**config.mk**
```make
export PLATFORM = sky130hd
export DESIGN_NAME = uart_tx_fifo
export DESIGN_NICKNAME = d
export VERILOG_FILES = /design/src/rtl/uart_tx_fifo.sv
export SDC_FILE = /design/constraint.sdc
export NUM_CORES = 1
export LEC_CHECK = 0
export ABC_AREA = 0
export CAP_MARGIN = 20
export CORE_MARGIN = 3
export CORE_UTILIZATION = 53
export DETAILED_ROUTE_END_ITERATION = 10
export PLACE_DENSITY = 0.72
export SLEW_MARGIN = 30
export SYNTH_ARGS = -nofsm -noshare
export SYNTH_HDL_FRONTEND = slang
export SYNTH_SLANG_ARGS = --single-unit
```
**constraint.sdc**
```tcl
create_clock -name clk -period 2.3 [get_ports clk]
set_input_delay 0.69 -clock clk [delete_from_list [all_inputs] [get_ports clk]]
set_output_delay 0.69 -clock clk [all_outputs]
set_load 0.02 [all_outputs]
```
**src/rtl/uart_tx_fifo.sv**
```systemverilog
// Purpose : UART transmitter with a small transmit FIFO and configurable frame
//           (5..9 data bits, none/odd/even parity, 1 or 2 stop bits).
// Latency : push at edge E0 -> start bit on tx after E0+1; frame is
//           (1 + DATA_BITS + parity + STOP_BITS) * CLOCK_DIV cycles.
// Backpr. : no stall; a send rising edge while full is dropped, never retried.
//
// Ports (uart_tx_fifo):
//   clk    - clock, rising edge
//   nreset - asynchronous active-low reset
//   data   - character to enqueue (DATA_BITS)
//   send   - enqueue request, acts on its rising edge
//   tx     - serial line, idles high
//   busy   - FIFO non-empty or frame in progress
//   full   - FIFO holds 2^FIFO_DEPTH_BITS entries
//   level  - FIFO occupancy, excluding the frame in the shifter

// Purpose : circular-buffer FIFO with read/write pointers and occupancy count.
// Latency : push visible on pop_dat/level one edge after the push edge.
// Backpr. : push ignored when full, pop ignored when empty; full/level registered.
module uart_tx_fifo_buf #(
    parameter int W  = 8,
    parameter int AW = 2
) (
    input  logic          clk,
    input  logic          nreset,
    input  logic          push,
    input  logic [W-1:0]  push_dat,
    input  logic          pop,
    output logic [W-1:0]  pop_dat,
    output logic          full,
    output logic          empty,
    output logic [AW:0]   level
);
    localparam int DEPTH = 1 << AW;
    localparam logic [AW-1:0] PTR_ONE = AW'(1);
    localparam logic [AW:0]   CNT_ONE = (AW + 1)'(1);
    localparam logic [AW:0]   CNT_MAX = (AW + 1)'(DEPTH);

    logic [W-1:0]  mem [DEPTH];
    logic [AW-1:0] wr_ptr;
    logic [AW-1:0] rd_ptr;
    logic [AW:0]   count;
    logic          do_push;
    logic          do_pop;

    // Both qualifiers use the registered count, so a pop on the same edge
    // never makes room for a push on that edge.
    assign full    = (count == CNT_MAX);
    assign empty   = (count == '0);
    assign level   = count;
    assign do_push = push && !full;
    assign do_pop  = pop && !empty;
    assign pop_dat = mem[rd_ptr];

    always_ff @(posedge clk) begin
        if (do_push) begin
            mem[wr_ptr] <= push_dat;
        end
    end

    always_ff @(posedge clk or negedge nreset) begin
        if (!nreset) begin
            wr_ptr <= '0;
            rd_ptr <= '0;
            count  <= '0;
        end else begin
            if (do_push) begin
                wr_ptr <= wr_ptr + PTR_ONE;
            end
            if (do_pop) begin
                rd_ptr <= rd_ptr + PTR_ONE;
            end
            case ({do_push, do_pop})
                2'b10:   count <= count + CNT_ONE;
                2'b01:   count <= count - CNT_ONE;
                default: count <= count;
            endcase
        end
    end
endmodule

// Purpose : top level, send edge detect + FIFO + serialising frame FSM.
// Latency : 1 cycle from push edge to start bit; back-to-back frames gapless.
// Backpr. : none toward the bus; overflow pushes are silently dropped.
module uart_tx_fifo #(
    parameter int CLOCK_DIV          = 8,
    parameter int CLOCK_COUNTER_BITS = 4,
    parameter int DATA_BITS          = 8,
    parameter int PARITY             = 0,
    parameter int STOP_BITS          = 1,
    parameter int FIFO_DEPTH_BITS    = 2
) (
    input  logic                       clk,
    input  logic                       nreset,
    input  logic [DATA_BITS-1:0]       data,
    input  logic                       send,
    output logic                       tx,
    output logic                       busy,
    output logic                       full,
    output logic [FIFO_DEPTH_BITS:0]   level
);
    localparam logic [CLOCK_COUNTER_BITS-1:0] DIV_LAST = CLOCK_COUNTER_BITS'(CLOCK_DIV - 1);
    localparam logic [CLOCK_COUNTER_BITS-1:0] CLK_ONE  = CLOCK_COUNTER_BITS'(1);
    localparam logic [3:0] DATA_LAST = 4'(DATA_BITS - 1);
    localparam logic [3:0] STOP_LAST = 4'(STOP_BITS - 1);
    localparam logic [3:0] BIT_ONE   = 4'd1;
    localparam logic       ODD       = (PARITY == 1);

    typedef enum logic [2:0] {
        S_IDLE,
        S_START,
        S_DATA,
        S_PARITY,
        S_STOP
    } state_t;

    state_t                          state, state_n;
    logic [CLOCK_COUNTER_BITS-1:0]   clk_cnt, clk_cnt_n;
    logic [3:0]                      bit_cnt, bit_cnt_n;
    logic [DATA_BITS-1:0]            shifter, shifter_n;
    logic                            par_bit, par_bit_n;
    logic                            tx_n;
    logic                            send_d;
    logic                            push;
    logic                            pop;
    logic [DATA_BITS-1:0]            head_dat;
    logic                            fifo_empty;
    logic                            bit_end;

    // Rising-edge detect: holding send high enqueues exactly one entry.
    assign push = send && !send_d;

    always_ff @(posedge clk or negedge nreset) begin
        if (!nreset) begin
            send_d <= 1'b0;
        end else begin
            send_d <= send;
        end
    end

    uart_tx_fifo_buf #(
        .W  (DATA_BITS),
        .AW (FIFO_DEPTH_BITS)
    ) u_fifo (
        .clk      (clk),
        .nreset   (nreset),
        .push     (push),
        .push_dat (data),
        .pop      (pop),
        .pop_dat  (head_dat),
        .full     (full),
        .empty    (fifo_empty),
        .level    (level)
    );

    assign bit_end = (clk_cnt == DIV_LAST);
    assign busy    = !fifo_empty || (state != S_IDLE);

    always_ff @(posedge clk or negedge nreset) begin
        if (!nreset) begin
            state   <= S_IDLE;
            clk_cnt <= '0;
            bit_cnt <= '0;
            shifter <= '0;
            par_bit <= 1'b0;
            tx      <= 1'b1;
        end else begin
            state   <= state_n;
            clk_cnt <= clk_cnt_n;
            bit_cnt <= bit_cnt_n;
            shifter <= shifter_n;
            par_bit <= par_bit_n;
            tx      <= tx_n;
        end
    end

    always_comb begin
        state_n   = state;
        clk_cnt_n = clk_cnt;
        bit_cnt_n = bit_cnt;
        shifter_n = shifter;
        par_bit_n = par_bit;
        pop       = 1'b0;

        case (state)
            S_IDLE: begin
                clk_cnt_n = '0;
                if (!fifo_empty) begin
                    pop       = 1'b1;
                    shifter_n = head_dat;
                    // Parity is fixed from the popped value, not the live data input.
                    par_bit_n = (^head_dat) ^ ODD;
                    bit_cnt_n = '0;
                    state_n   = S_START;
                end
            end
            S_START: begin
                if (bit_end) begin
                    clk_cnt_n = '0;
                    bit_cnt_n = '0;
                    state_n   = S_DATA;
                end else begin
                    clk_cnt_n = clk_cnt + CLK_ONE;
                end
            end
            S_DATA: begin
                if (bit_end) begin
                    clk_cnt_n = '0;
                    shifter_n = shifter >> 1;
                    if (bit_cnt == DATA_LAST) begin
                        bit_cnt_n = '0;
                        state_n   = (PARITY != 0) ? S_PARITY : S_STOP;
                    end else begin
                        bit_cnt_n = bit_cnt + BIT_ONE;
                    end
                end else begin
                    clk_cnt_n = clk_cnt + CLK_ONE;
                end
            end
            S_PARITY: begin
                if (bit_end) begin
                    clk_cnt_n = '0;
                    bit_cnt_n = '0;
                    state_n   = S_STOP;
                end else begin
                    clk_cnt_n = clk_cnt + CLK_ONE;
                end
            end
            S_STOP: begin
                if (bit_end) begin
                    clk_cnt_n = '0;
                    if (bit_cnt == STOP_LAST) begin
                        bit_cnt_n = '0;
                        // Gapless chaining: the next start bit begins on the
                        // edge that ends this stop bit.
                        if (!fifo_empty) begin
                            pop       = 1'b1;
                            shifter_n = head_dat;
                            par_bit_n = (^head_dat) ^ ODD;
                            state_n   = S_START;
                        end else begin
                            state_n   = S_IDLE;
                        end
                    end else begin
                        bit_cnt_n = bit_cnt + BIT_ONE;
                    end
                end else begin
                    clk_cnt_n = clk_cnt + CLK_ONE;
                end
            end
            default: begin
                state_n   = S_IDLE;
                clk_cnt_n = '0;
                bit_cnt_n = '0;
            end
        endcase
    end

    // tx is registered from the next-state values so the pin is glitch-free
    // yet still changes on the same edge as the FSM.
    always_comb begin
        tx_n = 1'b1;
        case (state_n)
            S_START:  tx_n = 1'b0;
            S_DATA:   tx_n = shifter_n[0];
            S_PARITY: tx_n = par_bit_n;
            default:  tx_n = 1'b1;
        endcase
    end
endmodule

```
-- Word-level counts from Yosys, hierarchy flattened
Memory sizes are Yosys's and may differ from the RTL's.
Cells that the tools add are included.
- memories kept: 1
- output and inout bits: 6
- RAM bits: 32
- word-level logic and storage cells: 88
- bits of input ports: 11
- flip-flop bits (word level): 29
- memories (name ; words ; bits a word ; read ports ; clocked after Yosys merged registers in ; write ports ; line ; RTL):
    u_fifo.mem ; 4 ; 8 ; 1 ; 0 ; 1 ; 39 ; logic [W-1:0] mem [DEPTH];
- eq/ne operators: 17
- muxes and demuxes: 35
- reductions and logical operators: 18
- add/subtract/negate cells: 6
- operators by type and width (kind ; count):
    $mux 4 ; 8
    $mux 8 ; 4
    $pmux 8 s3 ; 1
    $mux 3 ; 7
    $pmux 4 s4 ; 1
    $pmux 3 s5 ; 1
    $eq 3x2->1 const B ; 4
    $mux 1 ; 9
    $add 4x1->4 const B ; 2
    $eq 4x3->1 const B ; 2
    $ne 2x2->1 const B ; 4
    $reduce_and 4->1 ; 2
    $reduce_xor 8->1 ; 1
    $eq 3x1->1 const B ; 2
    $eq 3x3->1 const B ; 2
    $logic_not 3->1 ; 2
    $pmux 3 s2 ; 1
    $reduce_bool 3->1 ; 2
    $add 2x1->2 const B ; 2
    $logic_not 4->1 ; 1
    $pmux 1 s2 ; 2
    $reduce_or 4->1 ; 1
    $add 3x1->3 const B ; 1
    $logic_and 1x1->1 ; 3
    other kinds (9) ; 11

-- Depth between registers and ports, before layout
Gate-level depths: netlist of run 1.
- depth after elaboration: 8
- gate-level depth with buffers: 12
- depth with buffers taken out: 11

-- Cells and area by module
Synthesis of run 1 repeated with hierarchy kept, for this count alone.
- cells, all modules: 199
- area total of the unflattened synthesis: 2770.2 µm²
- by module, submodules not included (module ; cells each ; times used ; area an instance (µm²)):
    uart_tx_fifo_buf ; 79 ; 1 ; 1592.8
    uart_tx_fifo ; 120 ; 1 ; 1177.4

-- Worst setup path after synthesis of run 1
No wires, ideal clock.
- path kind: register to register
- from: register bit_cnt[0]
- to: register u_fifo.count[2] (netlist: u_fifo.level[2])
- data arrival time: 2.276 ns
- data required time: 2.220 ns
- period minus slack after synthesis: 2.356 ns
- slack: -0.056 ns
- buffers on the path: 1
- stages on the path, launching flop included: 13
- setup time: 0.080 ns
- cells stage by stage: dfrtp_1 > inv_1 > ha_1 > nor3b_2 > nand2_1 > a21oi_2 > buf_4 > ha_1 > inv_1 > fa_1 > xor2_1 > nor2_1 > xor2_1
- cells in the longest elaborated chain, start to end: 7
- elaborated cells between the ends (all ways): 9
- those cells by class: eq/ne: 2; mux: 4; reduce/logical: 3
- RTL lines (element ; line ; RTL):
    start, declared ; 119 ; logic [3:0] bit_cnt, bit_cnt_n;
    start signal, assigned ; 170 ; bit_cnt <= bit_cnt_n;
    $logic_not 4->1 * ; 232 ; if (bit_cnt == STOP_LAST) begin
    $mux 1 * ; 232 ;
    $mux 1 * ; 230 ; if (bit_end) begin
    $pmux 1 s2 * ; 185 ; case (state)
    $logic_and 1x1->1 * ; 52 ; assign do_pop = pop && !empty;
    via u_fifo.do_pop ; 44 ; logic do_pop;
    $eq 2x1->1 / $eq 2x2->1 (equally long branches) ; 73 ; case ({do_push, do_pop})
    $pmux 3 s2 / $reduce_bool 2->1 (equally long branches) ; - ;
    end signal, assigned ; 74 ; 2'b10: count <= count + CNT_ONE;
    end signal, assigned ; 75 ; 2'b01: count <= count - CNT_ONE;
    end signal, assigned ; 76 ; default: count <= count;
    end, declared ; 42 ; logic [AW:0] count;
The timed path passes the listed nets; every way through them passes the cells marked *.
A chain may end at the register's enable or synchronous reset.

-- Worst setup path in the final report of run 1
- from: register u_fifo.count[2] (netlist: u_fifo.level[2])
- to: output busy
- cells in the longest elaborated chain, start to end: 3
- RTL lines (element ; line ; RTL):
    $logic_not 3->1 ; 49 ; assign empty = (count == '0);
    $logic_not 1->1 ; 157 ; assign busy = !fifo_empty || (state != S_IDLE);
    $logic_or 1x1->1 ; 157 ;
    end, declared ; 98 ; output logic busy,
No other way between the ends.

==> results by group, run 1 <==
Yosys
  – Synthesized net count: 222
  – Synth area leaders: edfxtp_1 (35%), dfrtp_1 (25%), mux4_2 (6.5%), ha_1 (3.6%), xnor2_1 (3.5%)
  – Most frequent cells after synthesis: edfxtp_1 (32), dfrtp_1 (28), inv_1 (14)
  – Synth top area share: 34.7%
  – Post-synthesis cell count: 202
  – Seq/Total Area, Yosys: 60.9%
  – Post-synth EDFFs: 32
  – Largest area contributor in the netlist: edfxtp_1
  – Async SR Flop Fraction: 47.5%
  – Synthesized area: 2770 um2
  – Most frequent cell after synthesis: edfxtp_1
  – FF+latch count, synth: 61
  – Post-synthesis area per instance: 13.7 um2
  – Synth cell types: 49
  – Yosys warnings: 0
  – Main flop type after synthesis: edfxtp_1

Setup path
  – CP required: 1610 ps
  – Crit Path Max Fanout: 2
  – CP delay by family, top: simple AND/OR/NAND/NOR gates
  – Worst path max stage delay: 420 ps
  – R2r setup slk: 110 ps
  – Critical path data arrival time: 1660 ps
  – Critical Path End Type: output port
  – Crit start category: register
  – CP Cell Sequence: or3_4 -> or4_4 -> buf_6
  – Worst R2R Start: bit_cnt[0]
  – Crit-path slowest cell: or4_4
  – WP buf/inv: 1
  – Setup CP Type: register to output port
  – Worst R2R Path Depth: 11
  – FF-to-FF End: u_fifo.level[2]

Global route
  – Global-route wire length before repair: 8650 um
  – Largest net degree at the start of global routing: 30
  – Initial antenna violation count: 0
  – Gr usage total: 18.8%
  – Grt ovf: 0
  – Vias in the first global route: 1778

STA
  – Worst slew margin: 73.3%
  – Tmin final: 2350 ps
  – Worst Tran Pin Value: 400 ps
  – Final worst slack: -48.4 ps
  – Worst Skew: 6.95 ps
  – Setup_tns: -48.4 ps
  – RSZ-0062 raised after global routing: true
  – Fmax: 426 MHz
  – Final setup vio count: 1
  – Slew Limit Fails: 0
  – Final hold vios: 0
  – Period utilization: 102%

Cells and area
  – # diodes: 0
  – Final Cell Area: 3380 um2
  – Share of post-route cells with drive strength above 1: 25.6%
  – Area grow syn2layout: 22.2%
  – Fin nets: 269
  – Filler cell count: 360

Clock tree
  – Reg clk slew, reported paths: 70 ps
  – TritonCTS buffer count: 9
  – CTS Root Cell: clkbuf_8
  – Worst-Skew Late Latency: 330 ps
  – CTS tree: done
  – CTS Sinks: 61
  – Longest Clk Path Bufs: 2
  – H-tree Lvls: 3

Detailed routing
  – 1st-iter DRT viols: 61
  – TritonRoute pass-1 iters: 4
  – Top routing layer used: met4
  – Detail Route Antenna Nets: 0
  – Vias per std cell: 5.33
  – DR vias: 1712
  – # DRC: 0
  – WL met2: 2400 um
  – Wire length on met3: 137 um
  – Final WL: 4920 um
  – Metal-1 WL: 2280 um
  – Drt wl/cell: 15.3 um

Pwr
  – Flop pwr share: 38.1%
  – LEAKAGE: 0.00135 uW
  – Clock share of power: 19.0%
  – Sw power: 1450 uW
  – Pwr Density: 1240 nW/um2
  – Net Sw Frac: 34.4%
  – Combinational share of power: 42.9%
  – Internal power: 2760 uW
  – Max IR drop VDD: 0.685 mV

Worst hold path
  – Hold Path End: clk_cnt[0]
  – Hold depth: 1
  – Worst Hold Class: register to register
  – Hold Startpoint: clk_cnt[0]

Placement
  – Setup Slack @ Placement: -116 ps
  – Hpwl dp: 3490 um
  – Cell Area, Placed: 3150 um2
  – Final GP Congestion: 0.867
  – Port buffer count: 16

Floorplanning
  – Initial Util: 56.8%
  – DIE WIDTH: 78.3 um
  – Core Rows: 25
  – I/O pins: 17
  – Core ar.: 4880 um2
  – Die Ht: 78.3 um
  – Die Footprint: 6130 um2

Job
  – Max Cap Viol: 0

Run status
  – Status: finished with violations
  – Failing checks: setup timing
[power groups by stage]
stage	registers (uW)	logic, uW	clock network (uW)
floorplan	1610	1220	0
global placement	1600	1660	0
detailed placement	1630	1720	0
CTS	1610	1730	821
global route	1640	2010	870
finish	1600	1810	799
[worst max-delay path by stage]
| stage | from | endpoint | slack (ps) | cells after the start |
|---|---|---|---|---|
| floorplan | bit_cnt[0] | u_fifo.level[2] | 30 | 12 |
| global placement | u_fifo.level[1] | busy | -90 | 3 |
| detailed placement | send | u_fifo.level[2] | -120 | 9 |
| CTS | u_fifo.level[1] | busy | -90 | 3 |
| global route | u_fifo.level[2] | busy | -100 | 3 |
| finish | u_fifo.level[2] | busy | -50 | 3 |
[cells in the final DEF (no fill, tap or decap), types with 2 or more instances in the layout]
| cell type | synthesis | routed |
|---|---|---|
| a21oi_1 | 5 | 5 |
| mux2i_1 | 2 | 2 |
| xor2_1 | 4 | 4 |
| o21ai_0 | 6 | 6 |
| clkinv_2 | 0 | 3 |
| nand2_1 | 13 | 12 |
| nand3b_1 | 3 | 3 |
| clkdlybuf4s50_1 | 0 | 14 |
| inv_1 | 14 | 14 |
| buf_4 | 1 | 26 |
| xnor2_1 | 11 | 11 |
| nor2_1 | 9 | 8 |
| ha_1 | 8 | 7 |
| nand3_1 | 6 | 6 |
| edfxtp_1 | 32 | 32 |
| a21o_1 | 2 | 2 |
| nor2b_1 | 5 | 5 |
| dfrtp_1 | 28 | 28 |
| a221o_1 | 4 | 4 |
| and2_1 | 6 | 6 |
| mux4_2 | 8 | 8 |
| clkinvlp_4 | 0 | 2 |
| clkbuf_8 | 0 | 9 |
| nor3_1 | 4 | 4 |
[sequential cells by signal (all words and copies together) (netlist names), 2 cells and up]
register,count
u_fifo.mem,32
u_fifo.level,3
clk_cnt,4
shifter,8
u_fifo.rd_ptr,2
bit_cnt,4
state,3
u_fifo.wr_ptr,2
[worst reg2reg max path, stage by stage (launching register included)]
cell     delay [ps]
dfrtp_1         420
inv_1            70
ha_1            140
nor3b_4         220
nand2_2         120
a21oi_4         210
ha_4            160
inv_1            40
fa_2            320
xor2_1          140
nor2_1          120
xor2_1          150
[area by class of cell]
cell class / count / area (um2) / share of cell area [%]
well taps: 67 / 83.8 / 2.48
clock inverters: 6 / 38.8 / 1.15
flip-flops and latches: 61 / 1690 / 49.9
multi-input cells: 121 / 1040 / 30.8
inverters: 14 / 52.6 / 1.55
clock buffers: 10 / 128 / 3.77
repair buffers: 42 / 352 / 10.4
[per-stage QoR]
stage	power, uW	instances	util (%)	hold slack (ps)
6_report	4210	321	69.4	492
2_1_floorplan	2830	202	-	394
3_5_place_dp	3350	299	64.6	488
4_1_cts	4160	315	67.9	499
5_1_grt	4530	321	69.4	534
3_3_place_gp	3270	299	64.6	458
[logic make-up (layout without fill, tap and decap cells)]
logic type / after synthesis / after routing / synth area share [%]
compound gates: 29 / 29 / 8.18
xor+xnor: 15 / 15 / 4.74
fa+ha+maj: 9 / 9 / 4.34
buf+inv: 20 / 72 / 3.21
flops: 61 / 61 / 60.9
mux: 10 / 10 / 7.23
simple gates: 58 / 58 / 11.4
[layer usage]
layer  global-route usage, %  up-vias
met3                    4.13       10
li1                        -      834
met4                    9.97        0
met1                    23.7      841
met2                    30.3       27
met5                       0        -
[timing repair]
action	4_1_cts	5_1_grt
setup buffers	0	6
hold buffers	0	0
setup endpoints to repair	2	3
gates resized for setup	5	10
pin swaps	0	6
No activity file was read; power rests on OpenSTA's default activity.
==> inputs of run 2 (changes only) <==
Settings changed: CORE_UTILIZATION 53 to 52, CTS_CLUSTER_DIAMETER set to 100, PLACE_DENSITY 0.72 to 0.71.
==> run 2 against run 1 <==
Against the previous run:
- the flow still finishes with violations (setup timing)
- first-iteration DRC count increased by 56%
- global-route usage grew 0.29 points
- wire length grew 5.5%
- die area is 1.8% higher
- sequential share of layout area fell by 1.8 points
- clock skew barely moved
- core utilization up 1.7 points
- combinational power about the same
- non-clock buffer count is 3 lower
- flip-flop and latch count did not move
- cell count fell by 0.93%
- critical path type unchanged
- largest power group unchanged
==> results by group, run 2 (synthesis results as in run 1) <==
Run status
  – Status: finished with violations
  – Failing checks: setup timing

Global route
  – Vias in the first global route: 1917 (+7.8%)
  – Gr usage total: 19.1% (+0.29 points)
  – Initial antenna violation count: 0 (unchanged)
  – Global-route wire length before repair: 8890 um (+2.7%)
  – Largest net degree at the start of global routing: 30 (unchanged)
  – Grt ovf: 0 (unchanged)

Cells and area
  – Top flop regs: u_fifo.mem x32, shifter x8
  – Filler cell count: 350 (-2.8%)
  – Post-route insts no fill: 318 (-0.93%)
  – Most flop-heavy register: u_fifo.mem
  – Share of post-route cells with drive strength above 1: 23.9% (-1.7 points)
  – Final Core Density: 71.1% (+1.7 points)
  – Commonest non-fill, non-tap cell in the layout: edfxtp_1
  – Fin nets: 266 (-1.1%)
  – Most frequent cells in the layout: edfxtp_1 (32), dfrtp_1 (28), buf_4 (20), inv_1 (14), clkdlybuf4s50_1 (14)
  – Largest register FFs: 32 (unchanged)
  – # diodes: 0 (unchanged)
  – Area grow syn2layout: 26.8%

Placement
  – Hpwl dp: 3530 um (+1.1%)
  – Final GP Congestion: 0.757 (-13%)
  – Port buffer count: 16 (unchanged)
  – Dpl cells: 299 (unchanged)

STA
  – Final worst slack: -86.4 ps (-37.9 ps)
  – RSZ-0062 raised after global routing: true
  – Final setup vio count: 1 (unchanged)
  – Worst slew margin: 53.0% (-20 points)
  – Slew Limit Fails: 0 (unchanged)
  – Fmax: 419 MHz (-1.6%)
  – Worst Skew: 6.71 ps (-0.235 ps)
  – Final hold vios: 0 (unchanged)
  – Tmin final: 2390 ps (+37.9 ps)
  – Worst Tran Pin Value: 700 ps (+300 ps)
  – Period utilization: 104% (+1.6 points)

Setup path
  – Crit Path Max Fanout: 2 (unchanged)
  – CP required: 1610 ps (about the same)
  – R2r setup slk: 60 ps (-50 ps)
  – Critical Path End Type: output port
  – Crit-path slowest cell: or3_4
  – Crit start category: register
  – Critical path data arrival time: 1700 ps (+40 ps)
  – CP Cell Sequence: or3_4 -> or4_1 -> buf_4
  – Setup CP Type: register to output port
  – Worst path max stage delay: 410 ps (about the same)

Floorplanning
  – Initial Util: 56.1% (-0.72 points)
  – I/O pins: 17 (unchanged)
  – DIE WIDTH: 79.0 um (+0.88%)
  – Die Footprint: 6240 um2 (+1.8%)
  – Core Rows: 25 (unchanged)
  – Core ar.: 4940 um2 (+1.3%)
  – Die Ht: 79.0 um (+0.88%)

Clock tree
  – H-tree Lvls: 3 (unchanged)
  – CTS tree: done
  – Hold buffers post-CTS: 0 (unchanged)
  – Worst-Skew Late Latency: 340 ps (about the same)
  – Reg clk slew, reported paths: 70 ps (about the same)
  – Longest Clk Path Bufs: 2 (unchanged)
  – TritonCTS buffer count: 9 (unchanged)
  – CTS Root Cell: clkbuf_8
  – CTS Sinks: 61 (unchanged)

Pwr
  – Max IR drop VDD: 0.853 mV (+25%)
  – Pwr Density: 1340 nW/um2 (+7.4%)
  – Total power: 4690 uW (+11%)
  – LEAKAGE: 0.00140 uW (+3.4%)

Worst hold path
  – Worst Hold Class: register to register

Detailed routing
  – DR vias: 1735 (+1.3%)
  – Vias per std cell: 5.46 (+2.3%)
  – Final WL: 5190 um (+5.5%)
  – # DRC: 0 (unchanged)
  – TritonRoute pass-1 iters: 4 (unchanged)
  – Drt wl/cell: 16.3 um (+6.5%)
  – Detail Route Antenna Nets: 0 (unchanged)
  – 1st-iter DRT viols: 95 (+56%)

Job
  – Max Cap Viol: 0 (unchanged)
[run 2: cell type report]
type / count / area [um2] / area share, %
clock buffer: 9 / 124 / 3.53
timing repair buffer: 39 / 380 / 10.8
multi-input combinational: 121 / 1040 / 29.5
inverter: 14 / 52.6 / 1.50
sequential: 61 / 1690 / 48.1
clock inverter: 7 / 146 / 4.17
tap: 67 / 83.8 / 2.39
[run 2: repair_timing]
item | in CTS | in global routing
setup endpoints to repair | 3 | 3
buffers inserted | 1 | 2
pin swaps | 0 | 6
gates resized for setup | 6 | 5
[run 2: metrics by stage]
stage	TNS [ps]	setup WS (ps)	hold slack [ps]	instance area, um2
global route	-198	-126	525	3510
detailed placement	-243	-129	474	3200
finish	-86.4	-86.4	491	3510
global placement	-153	-111	458	3200
floorplan	0	30.4	394	2800
CTS	-88.1	-88.1	485	3480
[run 2: power by group]
part           leakage (uW)  total, uW  internal (uW)  switching, uW
Clock              0.000134       1280            836            440
Sequential         0.000643       1600           1430            165
Combinational      0.000623       1820            934            882
Total               0.00140       4690           3210           1490
[run 2: per-layer routing]
layer	GRT usage (%)	wire, um	up-vias
met2	31.3	2690	36
met3	5.90	222	12
met1	22.7	2160	864
li1	-	-	823
met4	9.45	119	0
met5	0	0	-
[run 2: worst max-delay path: cells and delay by family, from the launching register on]
family / cells / cell delay (ps)
buffers and inverters: 1 / 170
AND/OR/NAND/NOR: 2 / 810
flip-flops: 1 / 380
[run 2: path summary, 6_finish.rpt]
| check | from | end | cells past startpoint |
|---|---|---|---|
| worst max-delay path | u_fifo.level[2] | busy | 3 |
| worst min-delay path | clk_cnt[0] | clk_cnt[0] | 1 |
| worst max register to register | bit_cnt[1] | u_fifo.level[2] | 11 |
| worst min register to register | clk_cnt[0] | clk_cnt[0] | 1 |
| max in group asynchronous | nreset | tx | 2 |
| min in group asynchronous | nreset | clk_cnt[1] | 2 |
==> inputs of run 3 (changes only) <==
Settings changed: ABC_CLOCK_PERIOD_IN_PS set to 2300.
==> results of run 3 <==
No change in the layout: final DEF, timing and power equal those of run 2.
